### src/rtl/lzc_pipe.sv
// Two-stage pipelined leading-zero counter with valid/ready handshake and tag pass-through.
// Optional normalised-operand output is enabled by defining LZC_PIPE_NORM_EN.
module lzc_pipe #(
    parameter int WIDTH = 32,
    parameter int TAG_W = 4,
    localparam int CW   = $clog2(WIDTH)
) (
    input  logic             clk,
    input  logic             rst,
    input  logic             in_valid,
    output logic             in_ready,
    input  logic [WIDTH-1:0] in_data,
    input  logic [TAG_W-1:0] in_tag,
    output logic             out_valid,
    input  logic             out_ready,
    output logic [CW-1:0]    out_z,
    output logic             out_zero,
    output logic [TAG_W-1:0] out_tag
`ifdef LZC_PIPE_NORM_EN
    ,
    output logic [WIDTH-1:0] out_norm
`endif
);

    localparam int G = WIDTH / 8;

    logic                  s1_valid_q, s1_valid_d;
    logic [G-1:0]          s1_nz_q;
    logic [G-1:0][2:0]     s1_cnt_q;
    logic [TAG_W-1:0]      s1_tag_q;

    logic                  out_valid_q, out_valid_d;
    logic [CW-1:0]         out_z_q, out_z_d;
    logic                  out_zero_q, out_zero_d;
    logic [TAG_W-1:0]      out_tag_q;

    logic                  s1_load;
    logic                  s2_adv;
    logic [G-1:0]          grp_nz_c;
    logic [G-1:0][2:0]     grp_cnt_c;

`ifdef LZC_PIPE_NORM_EN
    logic [WIDTH-1:0]      s1_data_q;
    logic [WIDTH-1:0]      out_norm_q, out_norm_d;
`endif

    assign s2_adv   = s1_valid_q && (!out_valid_q || out_ready);
    assign in_ready = !s1_valid_q || s2_adv;
    assign s1_load  = in_valid && in_ready;

    // Group 0 is the most significant byte.
    always_comb begin
        grp_nz_c  = '0;
        grp_cnt_c = '0;
        for (int g = 0; g < G; g++) begin
            for (int j = 0; j < 8; j++) begin
                if (!grp_nz_c[g] && in_data[WIDTH-1-8*g-j]) begin
                    grp_cnt_c[g] = 3'(j);
                    grp_nz_c[g]  = 1'b1;
                end
            end
        end
    end

    // Descending scan so the most significant nonzero group wins.
    always_comb begin
        out_z_d = '0;
        for (int g = G - 1; g >= 0; g--) begin
            if (s1_nz_q[g]) begin
                out_z_d = CW'(8 * g) + CW'(s1_cnt_q[g]);
            end
        end
        out_zero_d = ~|s1_nz_q;
    end

`ifdef LZC_PIPE_NORM_EN
    assign out_norm_d = s1_data_q << out_z_d;
`endif

    always_comb begin
        s1_valid_d = s1_valid_q;
        if (s1_load) begin
            s1_valid_d = 1'b1;
        end else if (s2_adv) begin
            s1_valid_d = 1'b0;
        end
        out_valid_d = out_valid_q;
        if (s2_adv) begin
            out_valid_d = 1'b1;
        end else if (out_ready) begin
            out_valid_d = 1'b0;
        end
    end

    always_ff @(posedge clk) begin
        if (rst) begin
            s1_valid_q  <= 1'b0;
            out_valid_q <= 1'b0;
            out_z_q     <= '0;
            out_zero_q  <= 1'b0;
            out_tag_q   <= '0;
`ifdef LZC_PIPE_NORM_EN
            out_norm_q  <= '0;
`endif
        end else begin
            s1_valid_q  <= s1_valid_d;
            out_valid_q <= out_valid_d;
            if (s2_adv) begin
                out_z_q    <= out_z_d;
                out_zero_q <= out_zero_d;
                out_tag_q  <= s1_tag_q;
`ifdef LZC_PIPE_NORM_EN
                out_norm_q <= out_norm_d;
`endif
            end
        end
    end

    // S1 payload needs no reset: it is only consumed while s1_valid_q is set.
    always_ff @(posedge clk) begin
        if (s1_load) begin
            s1_nz_q   <= grp_nz_c;
            s1_cnt_q  <= grp_cnt_c;
            s1_tag_q  <= in_tag;
`ifdef LZC_PIPE_NORM_EN
            s1_data_q <= in_data;
`endif
        end
    end

    assign out_valid = out_valid_q;
    assign out_z     = out_z_q;
    assign out_zero  = out_zero_q;
    assign out_tag   = out_tag_q;
`ifdef LZC_PIPE_NORM_EN
    assign out_norm  = out_norm_q;
`endif

endmodule

### config.mk
export PLATFORM = sky130hd
export DESIGN_NAME = lzc_pipe
export DESIGN_NICKNAME = d
export VERILOG_FILES = /design/src/rtl/lzc_pipe.sv
export SDC_FILE = /design/constraint.sdc
export NUM_CORES = 1
export LEC_CHECK = 0
export ABC_AREA = 1
export CAP_MARGIN = 20
export CORE_MARGIN = 8
export CORE_UTILIZATION = 41
export DETAILED_ROUTE_END_ITERATION = 7
export PLACE_DENSITY_LB_ADDON = 0.1
export SLEW_MARGIN = 15
export SYNTH_ARGS = -nofsm -noshare
export SYNTH_HDL_FRONTEND = slang
export SYNTH_SLANG_ARGS = --single-unit
### constraint.sdc
create_clock -name clk -period 1.32 [get_ports clk]
set_clock_uncertainty 0.1 [all_clocks]
set_input_delay 0.132 -clock clk [delete_from_list [all_inputs] [get_ports clk]]
set_output_delay 0.132 -clock clk [all_outputs]
set_load 0.02 [all_outputs]
=== After elaboration in Yosys (flattened, before gate mapping) ===
Cells that the tools add are included.

* Register bits: 32

* Reductions and logical operators: 74
* Add/subtract/negate cells: 3
* Mux-type cells: 60

{| class="wikitable"
|+ Operator list
! kind !! number
|-
| two-way mux 1 bit || 40
|-
| zero test 1 bit || 31
|-
| logical AND 1 bit || 30
|-
| two-way mux 2 bit || 10
|-
| two-way mux 5 bit || 4
|-
| OR reduction 4 bit || 5
|-
| two-way mux 3 bit || 6
|-
| OR reduction 2 bit || 4
|-
| adder 4 x 3 -> 5 bit (first input constant) || 1
|-
| adder 4 x 4 -> 5 bit (first input constant) || 1
|-
| adder 5 x 3 -> 5 bit (first input constant) || 1
|-
| nonzero test 2 bit || 2
|-
| logical OR 1 bit || 2
|}

=== Logic depth before layout (Yosys ltp) ===
* Depth in word-level cells: 22
* Depth in mapped cells: 8

=== Least setup slack after synthesis ===
No wires, ideal clock.

* Path kind: register to register
* From: register out_valid_q (netlist: out_valid)
* To: register s1_cnt_q[0] (netlist bit) (enable)
* Stages on the path, launching flop included: 4
* Library setup time: 0.375 ns
* Required time: 0.845 ns
* Clock period less this slack: 1.640 ns
* Setup slack: -0.320 ns
* Data arrival time: 1.165 ns
* Cell sequence: dfxtp_1 > nand3_1 > nand2_1 > inv_1

* Word-level cells in the longest chain between the ends: 5

{| class="wikitable"
|+ RTL lines
! item !! RTL line !! RTL
|-
| from (decl) || 32 || <nowiki>logic out_valid_q, out_valid_d;</nowiki>
|-
| from (signal assigned) || 107 || <nowiki>out_valid_q <= out_valid_d;</nowiki>
|-
| zero test 1 bit || 47 || <nowiki>assign s2_adv = s1_valid_q && (!out_valid_q || out_ready);</nowiki>
|-
| logical OR 1 bit || 47 ||
|-
| logical AND 1 bit || 47 ||
|-
| logical OR 1 bit || 48 || <nowiki>assign in_ready = !s1_valid_q || s2_adv;</nowiki>
|-
| net in_ready || 11 || <nowiki>output logic in_ready,</nowiki>
|-
| logical AND 1 bit || 49 || <nowiki>assign s1_load = in_valid && in_ready;</nowiki>
|-
| net s1_load || 37 || <nowiki>logic s1_load;</nowiki>
|-
| to (signal assigned) || 123 || <nowiki>s1_cnt_q <= grp_cnt_c;</nowiki>
|-
| to (decl) || 29 || <nowiki>logic [G-1:0][2:0] s1_cnt_q;</nowiki>
|}

The timed path passes the listed nets, and every way through them passes these cells.
A chain may end at the register's enable or synchronous reset.

=== Final worst setup path ===
* From: input port out_ready
* To: output port in_ready

* Word-level cells in the longest chain between the ends: 3

{| class="wikitable"
|+ RTL lines
! item !! RTL line !! RTL
|-
| from (decl) || 15 || <nowiki>input logic out_ready,</nowiki>
|-
| logical OR 1 bit || 47 ||
|-
| logical AND 1 bit || 47 ||
|-
| logical OR 1 bit || 48 ||
|-
| to (decl) || 11 ||
|}

Every way passes these cells.

==> metrics.md <==
| Metric | Value |
|---|---|
| Largest net degree at the start of global routing | 21 |
| Post-DP HPWL | 2690 um |
| Clock power share | 0.314 |
| Row count | 22 |
| Sw Ratio | 0.227 |
| Iteration-0 DRC Markers | 57 |
| Cell taking the most area after synthesis | edfxtp_1 |
| CTS H-tree depth | 2 |
| Post-DRT Antenna Nets | 0 |
| Avg Cell Area, Syn | 8.16 sq um |
| DP Area | 2290 sq um |
| Die W | 78.5 um |
| Cell area power density | 919 nW/um^2 |
| First-pass GRT wire length | 5510 um |
| Pint | 1.67 mW |
| Die Footprint | 6150 sq um |
| Final period util | 0.950 |
| CP startpoint kind | input pin |
| Crit path DAT | 1.02 ns |
| Max-Cap Viols | 0 |
| Syn Inst Count | 196 |
| Initial Utilization | 0.430 |
| DR vias | 1438 |
| Static leakage | 1.06 nW |
| Initial antenna violation count | 0 |
| Register clock-pin slew on the reported worst setup and hold paths | 0.06 ns |
| Normalized max-slew margin | 0.856 |
| Comb pwr share | 0.161 |
| Delay of the slowest critical-path stage | 0.47 ns |
| Register bit total from synthesis | 32 |
| Final hold slack | 0.315 ns |
| Ant. Diodes | 0 |
| GRT Residual Overflow | 0 |
| Total Routing Usage GR | 0.109 |
| Crit. End Element | primary output |
| CTS buffer count | 5 |
| Hold Path Class | in -> reg |
| Ys Warns | 0 |
| Pins Over Slew Limit | 0 |
| Drt via density | 4.59 |
| Cell area after layout | 2360 sq um |
| RSZ-0062 raised after global routing | no |
| Final core occ | 0.634 |
| Core area | 3720 sq um |
| Clock Path Buffers | 2 |
| Die Y-Extent | 78.5 um |
| Cell Count, Final, Fillers Out | 313 |
| Num ports | 52 |
| Sequential share of the synthesized area | 0.526 |
| Synth-to-Final Area Change | 47.3% |
| Gp weighted congestion | 0.740 |
| Filler cells | 327 |
| Yosys top cell area share | 0.376 |
| Root Buffer | clkbuf_8 |
| Syn_nets | 236 |
| Seq pwr share | 0.525 |
| Post-CTS Hold Fix Bufs | 0 |
| Fmax | 0.798 GHz |
| Post-Place Cells | 305 |
| Setup TNS | 0 ns |
| Worst setup slack after layout | 0.0664 ns |
| DRC | 0 |
| Fin crit period | 1.25 ns |
| Tot Pwr | 2.16 mW |
| Nets@finish | 304 |
| Final setup fails | 0 |
| Net Sw Power | 0.491 mW |
| Clock Latency Late Sink | 0.28 ns |
| Worst path required time | 1.09 ns |
| Cell-by-cell listing of the critical path | clkdlybuf4s50_1 -> inv_2 -> nand3_4 -> clkdlybuf4s15_1 |
| Critical path's slowest cell | clkdlybuf4s50_1 |
| TritonCTS clock tree | done |
| Layout cells sized above 1 | 0.158 |
| Area contributors post-synth | edfxtp_1, dfxtp_1, inv_1, nand3_1, nand2_1 |
| Clock sinks | 32 |
| Final wirelength | 3280 um |
| Vias in the first global route | 1339 |
| Routed len/inst | 10.5 um |
| Hold Vio Cnt, Final | 0 |
| Status | completed |
| Pre-CTS setup slack | -0.246 ns |
| CP Class | in -> out |
| Cell Area, Synth | 1600 sq um |
| Distinct cell type count after synthesis | 17 |
| Slew @ Worst Pin | 0.214 ns |
| Drt first pass iters | 4 |
| Port bufs | 51 |
| Worst VDD drop | 0.394 mV |
| Critical path peak fanout | 2 |
## cell usage in the layout, fill, tap and decap left out
master / instances
clkbuf_8: 5
inv_2: 4
dfxtp_4: 1
dfxtp_2: 1
a41oi_1: 4
nor2_2: 4
dlygate4sd2_1: 11
nand2_1: 27
nand3_1: 22
inv_1: 33
buf_4: 11
clkdlybuf4s50_1: 39
dfxtp_1: 10
nand4_1: 4
a21oi_1: 16
a21oi_2: 3
or2_1: 1
clkbuf_1: 2
o21ai_0: 9
clkdlybuf4s15_1: 1
clkinv_2: 1
edfxtp_1: 20
nand2_2: 8
nand3_4: 1
buf_12: 1
clkinvlp_4: 1
nor2_1: 24
nand2_4: 1
## cell families (layout without fill, tap and decap cells)
group           after synthesis  after routing  share of synthesized area
simple gates                 92             92                      0.259
flops                        32             32                      0.526
buf+inv                      40            109                     0.0986
compound gates               32             32                      0.117
## synth_stat cells
cell type and instances:
or2_1 1, nand2_1 28, clkbuf_1 1, edfxtp_1 20
nand2_2 8, a21oi_1 16, o21ai_0 9, nand4_1 4
buf_6 1, nor2_2 3, a21oi_2 3, nand3_1 23
dfxtp_1 12, inv_2 4, a41oi_1 4, nor2_1 25
inv_1 34
## repair_timing
action,in CTS,in global routing
buffers inserted,0,0
endpoints found under the setup margin,12,3
resized for setup,12,2
pin swaps,0,0
## metal layers
| metal | GRT usage | share of wire | vias to the layer above |
|---|---|---|---|
| met5 | 0 | 0 | - |
| met4 | 0.0722 | 0.023 | 0 |
| met3 | 0.0353 | 0.054 | 5 |
| met2 | 0.179 | 0.46 | 38 |
| met1 | 0.119 | 0.46 | 612 |
| li1 | - | - | 783 |
## power groups by stage
stage	Sequential (mW)	Combinational, mW	Clock (mW)
after floorplan	1.17	0.130	0
after global placement	1.16	0.356	0
after global routing	1.14	0.385	0.746
after detailed placement	1.16	0.359	0
final	1.14	0.348	0.681
after CTS	1.14	0.350	0.711
## layout make-up
type | instances | area, sq um | share of cell area
Timing Repair Buffer | 63 | 599 | 0.254
Multi-Input combinational cell | 124 | 623 | 0.264
Clock buffer | 7 | 76.3 | 0.0324
Clock inverter | 1 | 5.00 | 0.00212
Tap cell | 48 | 60.1 | 0.0255
Inverter | 38 | 146 | 0.0621
Sequential cell | 32 | 846 | 0.359
## worst max-delay path, delay by kind of cell
kind                   cells  cell delay, ns
buffers and inverters      3            0.82
and+or+nand+nor            1            0.07
## worst paths after layout
path,from,endpoint,slack (ns),cells after the start
setup reg to reg,s1_valid_q,s1_cnt_q[8],0.11,5
hold reg to reg,out_tag[3],out_tag[3],0.36,2
setup / recovery,out_ready,in_ready,0.07,4
hold / removal,in_tag[1],s1_tag_q[1],0.31,1
## registers in the layout (all words and copies together), names as in the netlist
register / flops
s1_nz_q: 4
s1_cnt_q: 12
s1_tag_q: 4
s1_valid_q: 1
out_zero: 1
out_valid: 1
out_tag: 4
out_z: 5
Power figures use the tool's default switching activity.
